`config.mk`:
```
export PLATFORM = sky130hd
export DESIGN_NAME = vedic_mac_accumulator
export DESIGN_NICKNAME = d
export VERILOG_FILES = /design/src/rtl/vedic_mac_accumulator.sv
export SDC_FILE = /design/constraint.sdc
export NUM_CORES = 1
export LEC_CHECK = 0
export ABC_AREA = 1
export CORE_MARGIN = 2
export CORE_UTILIZATION = 50
export CTS_CLUSTER_DIAMETER = 30
export CTS_CLUSTER_SIZE = 40
export DETAILED_ROUTE_END_ITERATION = 6
export HOLD_SLACK_MARGIN = 0.02
export PLACE_DENSITY = 0.8
export REMOVE_ABC_BUFFERS = 1
export SETUP_SLACK_MARGIN = 0.5
export SLEW_MARGIN = 20
export SYNTH_ARGS = -nofsm -noshare
export SYNTH_HDL_FRONTEND = slang
export SYNTH_SLANG_ARGS = --single-unit
```
`constraint.sdc`:
```
create_clock -name clk -period 4.83 [get_ports clk]
set_input_delay 0.483 -clock clk [delete_from_list [all_inputs] [get_ports clk]]
set_output_delay 0.483 -clock clk [all_outputs]
set_load 0.02 [all_outputs]
```
`src/rtl/vedic_mac_accumulator.sv`:
```
// vedic_mac_accumulator: sums unsigned 8-bit product terms into a 16-bit
// accumulator, then serializes the result low byte first, high byte second.
// A sum is flushed on a prod_last term or after MAX_TERMS terms.
// Optional build macro VEDIC_MAC_SATURATE_EN: clamp acc at 0xFFFF on overflow
// instead of wrapping. The ovf flag behaves the same in both builds.
module vedic_mac_accumulator #(
    parameter int MAX_TERMS = 255
) (
    input  logic       clk,
    input  logic       rst_n,
    input  logic [7:0] prod,
    input  logic       prod_valid,
    input  logic       prod_last,
    output logic       prod_ready,
    output logic [7:0] out_data,
    output logic       out_valid,
    input  logic       out_ready,
    output logic       ovf
);

    typedef enum logic [1:0] {ACCUM, SEND_LO, SEND_HI} state_t;

    localparam logic [7:0] MAX_CNT = 8'(MAX_TERMS);

    state_t      state_q, state_d;
    logic [15:0] acc_q, acc_d;
    logic [7:0]  cnt_q, cnt_d;
    logic        ovf_q, ovf_d;
    logic        prod_ready_q, prod_ready_d;
    logic        out_valid_q, out_valid_d;
    logic [7:0]  out_data_q, out_data_d;
    logic [16:0] sum_ext;
    logic        accept;

    // Next-state and next-output computation; all outputs are registered
    always_comb begin
        state_d     = state_q;
        acc_d       = acc_q;
        cnt_d       = cnt_q;
        ovf_d       = ovf_q;
        out_valid_d = out_valid_q;
        out_data_d  = out_data_q;
        sum_ext     = {1'b0, acc_q} + {9'b0, prod};
        accept      = prod_valid & prod_ready_q;

        case (state_q)
            ACCUM: begin
                if (accept) begin
                    cnt_d = cnt_q + 8'd1;
                    ovf_d = ovf_q | sum_ext[16];
`ifdef VEDIC_MAC_SATURATE_EN
                    acc_d = sum_ext[16] ? 16'hFFFF : sum_ext[15:0];
`else
                    acc_d = sum_ext[15:0];
`endif
                    // The flushing term is already folded into acc_d here
                    if (prod_last || cnt_d == MAX_CNT) begin
                        state_d     = SEND_LO;
                        out_valid_d = 1'b1;
                        out_data_d  = acc_d[7:0];
                    end
                end
            end
            SEND_LO: begin
                if (out_ready) begin
                    state_d    = SEND_HI;
                    out_data_d = acc_q[15:8];
                end
            end
            SEND_HI: begin
                if (out_ready) begin
                    state_d     = ACCUM;
                    acc_d       = 16'h0000;
                    cnt_d       = 8'd0;
                    ovf_d       = 1'b0;
                    out_valid_d = 1'b0;
                    out_data_d  = 8'h00;
                end
            end
            default: begin
                state_d     = ACCUM;
                out_valid_d = 1'b0;
                out_data_d  = 8'h00;
            end
        endcase

        // Ready follows the state being entered so it is a clean flop output
        prod_ready_d = (state_d == ACCUM);
    end

    // State and output registers; reset clears everything including ready
    always_ff @(posedge clk or negedge rst_n) begin
        if (!rst_n) begin
            state_q      <= ACCUM;
            acc_q        <= 16'h0000;
            cnt_q        <= 8'd0;
            ovf_q        <= 1'b0;
            prod_ready_q <= 1'b0;
            out_valid_q  <= 1'b0;
            out_data_q   <= 8'h00;
        end else begin
            state_q      <= state_d;
            acc_q        <= acc_d;
            cnt_q        <= cnt_d;
            ovf_q        <= ovf_d;
            prod_ready_q <= prod_ready_d;
            out_valid_q  <= out_valid_d;
            out_data_q   <= out_data_d;
        end
    end

    assign prod_ready = prod_ready_q;
    assign out_valid  = out_valid_q;
    assign out_data   = out_data_q;
    assign ovf        = ovf_q;

endmodule
```
Yosys cells after proc, flatten, opt, wreduce, memory -nomap -nowiden

Index checks and enable logic that the tools add are counted.

Equal/unequal tests: 7
Bitwise logic cells: 3
Reduce and logical (&&, ||, !) cells: 7
Add/subtract/negate cells: 2
Mux-type cells: 21

Operator list:

| cell                  | number |
|---|---|
| $mux W8               | 5 |
| $mux W16              | 2 |
| $pmux W16 S2          | 1 |
| $pmux W8 S3           | 1 |
| $add A16 B8 Y17       | 1 |
| $pmux W8 S2           | 1 |
| $add A8 B1 Y8 const B | 1 |
| $eq A8 B8 Y1 const B  | 1 |
| $mux W2               | 4 |
| $ne A2 B2 Y1 const B  | 4 |
| $reduce_and A4 Y1     | 2 |
| $pmux W2 S3           | 1 |
| $logic_not A2 Y1      | 2 |
| $mux W1               | 4 |
| $pmux W1 S3           | 1 |
| $reduce_and A3 Y1     | 1 |
| $eq A2 B1 Y1 const B  | 1 |
| $eq A2 B2 Y1 const B  | 1 |
| $pmux W1 S2           | 1 |
| $reduce_bool A2 Y1    | 1 |
| $and A1 B1 Y1         | 1 |
| $logic_or A1 B1 Y1    | 1 |
| $not A1 Y1            | 1 |
| $or A1 B1 Y1          | 1 |

Word-level logic and storage cells: 47
Register bits after elaboration: 37
Output and inout port bits: 11

Depth between registers and ports, before layout

Depth after elaboration: 7
Gate-level depth with buffers: 12
Gate-level depth less buffers: 12

Least setup slack after synthesis

No wires, ideal clock.

Kind: input -> register
Start: in prod[0]
End: reg acc_q[12]
Buffers on the path: 0
Setup slack: 2.948 ns
Required time: 4.711 ns
Arrival time: 1.763 ns
Stages on the path: 9
Path through: ha_1 -> fa_1 -> nand3_1 -> nand3_1 -> nand2_1 -> nand3_1 -> nand3_1 -> o21ai_1 -> and2_1

Cells in the longest elaborated chain, start to end: 3

Ends and longest elaborated chain:

| item                 | RTL line | text |
|---|---|---|
| start, declared      | 11       | `input logic [7:0] prod,` |
| $add A16 B8 Y17      | 43       | `sum_ext = {1'b0, acc_q} + {9'b0, prod};` |
| $mux W16             | 48       | `if (accept) begin` |
| $pmux W16 S2         | 46       | `case (state_q)` |
| end signal, assigned | 95       | `acc_q <= 16'h0000;` |
| end signal, assigned | 103      | `acc_q <= acc_d;` |
| end, declared        | 26       | `logic [15:0] acc_q, acc_d;` |

No other way between the ends. The select of a mux whose other input is x is not followed.
A chain may end at the register's enable or synchronous reset.

Worst setup path in the final report

Same ends and word-level chain as after synthesis.

==> out/qor.csv <==
stage;metric;value;unit
global_route;gr-total-overflow;0;
timing;setup_tns;0;ns
setup_path;crit_type;in2reg;
logic_synthesis;muxShareOfSynthArea;0.4889;%
setup_path;r2r_slack;2.86;ns
clock_tree;insertion_delay;0.29;ns
die;die_x;71.88;um
global_route;grt_max_degree;38;
cells_and_area;antenna_cells;0;
place;place.gp.congestion;0.9242;
clock_tree;cts_hold_buf;0;
timing;finalSetupViolCount;0;
global_route;grt_pass1_vias;2054;
cells_and_area;fin_nets;361;
die;die_h;71.88;um
min_path;hp-class;in2async;
job;maxCapViolCount;0;
timing;fin_crit;2.203;ns
route;drc;0;
pwr;pwr-share-clk;17.8;%
route;ant_nets;0;
logic_synthesis;synth-compound-area-share;9.288;%
clock_tree;cts_root_buf;clkbuf_8;
pwr;pwr_density_cell;668.8;nW/um^2
clock_tree;cts_setup_buffers;0;
place;portBuffers;23;
timing;final.period_utilization;45.61;%
clock_tree;cts_tree;done;
setup_path;timing.rr.start;acc_q[0]$_DFFE_PN0P_;
pwr;power.switching;820.4;uW
setup_path;r2r-end;acc_q[12]$_DFFE_PN0P_;
route;wire_per_inst;13.51;um
clock_tree;clockBufferDepth;2;
timing;skew;0.007623;ns
route;dr.pass1.iters;4;
clock_tree;cts-buffers-inserted;5;
logic_synthesis;syn-instance-count;309;
die;rows;24;
timing;fmax;454.0;MHz
route;drtIter0Drc;165;
clock_tree;post_cts_resize_count;0;
global_route;antenna_found_initial;0;
clock_tree;h-tree-depth;2;
setup_path;cp_max_fo;4;
die;ios;24;
cells_and_area;syn2layout_area_growth;17.44;%
die;die_area;5166;um^2
logic_synthesis;ys_ff_latch;37;
clock_tree;clk_pin_slew_worst_paths;0.08;ns
global_route;grtUsageTotal;23.45;%
timing;hold_violations;0;
logic_synthesis;ys_warn_count;0;
logic_synthesis;ys_seq_area_share;40.20;%
pwr;p_seq_share;30.5;%
clock_tree;clock-sinks;37;
logic_synthesis;synth_xor_area_share;0.7605;%
cells_and_area;layout_commonest_cell;nand2_1;
die;initial_utilization;52.54;%
cells_and_area;final_cell_mix;nand2_1, dfrtp_1, inv_1;
setup_path;cp.arrival;2.39;ns
timing;tightest_slew;0.9387;ns
cells_and_area;drive_above_1_share;10.06;%
timing;relSlewSlack;37.42;%
place;dp.cells;382;
route;vias;2110;
logic_synthesis;synth_area;2303;um^2
global_route;grt_pass1_wl;9.515;mm
pwr;pwr-share-comb;51.7;%
pwr;switching_share;45.35;%
timing;rsz0062_at_grt;false;
setup_path;end_kind;flip-flop;
logic_synthesis;synth.distinct_cells;31;
logic_synthesis;synth_top_family_by_area;simple AND/OR/NAND/NOR gates;
pwr;p_leak;0.001371;uW
run_status;outcome;finished clean;
logic_synthesis;synth_simple_gate_area_share;35.47;%
cells_and_area;stdcell_count;390;
setup_path;reg2reg_depth;9;
pwr;power.internal;988.7;uW
place;post-dp-hpwl;3.957;mm
pwr;worst_ir_drop_vdd;0.4518;mV
route;via_per_inst;5.410;
logic_synthesis;synth_area_per_cell;7.455;um^2
die;core_area;4384;um^2
logic_synthesis;synthAdderAreaFrac;6.301;%
route;routed_wl;5.269;mm
timing;final-max-slew-violation-count;0;
setup_path;worstSetupStartpointType;input port;
setup_path;critical_path_required;5.02;ns
metal layers:
metal / vias up / track usage (%) / part of all wire, % / routed length [um]
li1: 1047 / - / - / -
met1: 986 / 31.92 / 44 / 2342
met2: 63 / 37.86 / 48 / 2518
met3: 14 / 3.938 / 5.1 / 270
met4: 0 / 8.386 / 2.6 / 138
met5: - / 0 / 0 / 0
synth_stat cells:
cell	count	area, um^2
a21oi_1	10	50.05
a22o_1	1	8.760
and2_1	1	6.260
buf_6	2	22.52
dfrtp_1	37	925.9
fa_1	1	20.02
ha_1	10	125.1
inv_1	36	135.1
inv_2	4	15.01
mux2_2	1	11.26
nand2_1	106	397.9
nand2_2	2	12.51
nand2_4	4	45.04
nand3_1	29	145.1
nand3_2	1	10.01
nand3_4	1	17.52
nand3b_1	1	7.510
nand4_1	3	18.77
nor2_1	17	63.81
nor2_2	6	37.54
nor2_4	2	22.52
nor3_1	2	10.01
nor3_2	1	10.01
nor4_1	1	6.260
o21ai_0	19	95.09
o21ai_1	2	10.01
o21ai_2	1	8.760
o21ai_4	1	16.27
o22ai_1	4	25.02
or2_2	1	6.260
xor2_1	2	17.52
stage by stage:
step           cell area, um^2  util, %  setup slack (ns)  hold slack [ns]  power, uW
2_1_floorplan             2281        -             2.948           0.1874       1193
3_5_place_dp              2571    58.65             2.382           0.4628       1485
4_1_cts                   2705    61.70             2.656           0.3561       1809
6_report                  2705    61.70             2.627           0.3203       1809
3_3_place_gp              2571    58.65             2.428           0.4568       1456
5_1_grt                   2705    61.70             2.462           0.4066       1973
registers in the layout, summed over array words and instances, names as in the netlist:
register    flops
acc_q          16
cnt_q           8
out_data        8
out_valid       1
ovf             1
prod_ready      1
state_q         2
logic make-up (layout without fill, tap and decap cells):
| logic type | count (synthesis) | in the layout |
|---|---|---|
| adder cells (fa/ha/maj) | 11 | 11 |
| AO/OA/AOI/OAI | 38 | 38 |
| buffers and inverters | 42 | 71 |
| XOR/XNOR | 2 | 2 |
| AND/OR/NAND/NOR | 178 | 178 |
| multiplexers | 1 | 1 |
| flip-flops | 37 | 37 |
worst max-delay path, cell delays in order:
cell	delay [ns]
clkdlybuf4s50_1	0.40
ha_1	0.24
fa_1	0.43
nand3_1	0.11
nand3_1	0.09
nand2_1	0.07
nand3_1	0.13
nand3_1	0.17
o21ai_1	0.09
and2_1	0.17
area by class of cell:
cell class | instances | area (um^2)
timing repair buffer | 23 | 225.2
sequential | 37 | 925.9
clock buffer | 5 | 68.82
fill | 386 | 1679
multi-input combinational | 230 | 1205
clock inverter | 3 | 65.06
tap | 52 | 65.06
inverter | 40 | 150.1
power groups by stage:
stage / Clock, uW / Combinational (uW) / Sequential [uW]
2_1_floorplan: 0 / 609 / 585
3_3_place_gp: 0 / 905 / 551
3_5_place_dp: 0 / 931 / 554
4_1_cts: 322 / 937 / 550
5_1_grt: 336 / 1070 / 571
6_report: 322 / 936 / 552
worst max path at each step:
stage	start	end	slack (ns)	cells after the start
floorplan	prod[0]	acc_q[12]$_DFFE_PN0P_	2.95	9
global placement	prod[0]	acc_q[12]$_DFFE_PN0P_	2.43	10
detailed placement	prod[0]	acc_q[12]$_DFFE_PN0P_	2.38	10
CTS	prod[0]	acc_q[12]$_DFFE_PN0P_	2.66	10
global route	prod[0]	acc_q[12]$_DFFE_PN0P_	2.46	10
finish	prod[0]	acc_q[12]$_DFFE_PN0P_	2.63	10
No activity file was read; power rests on OpenSTA's default activity.
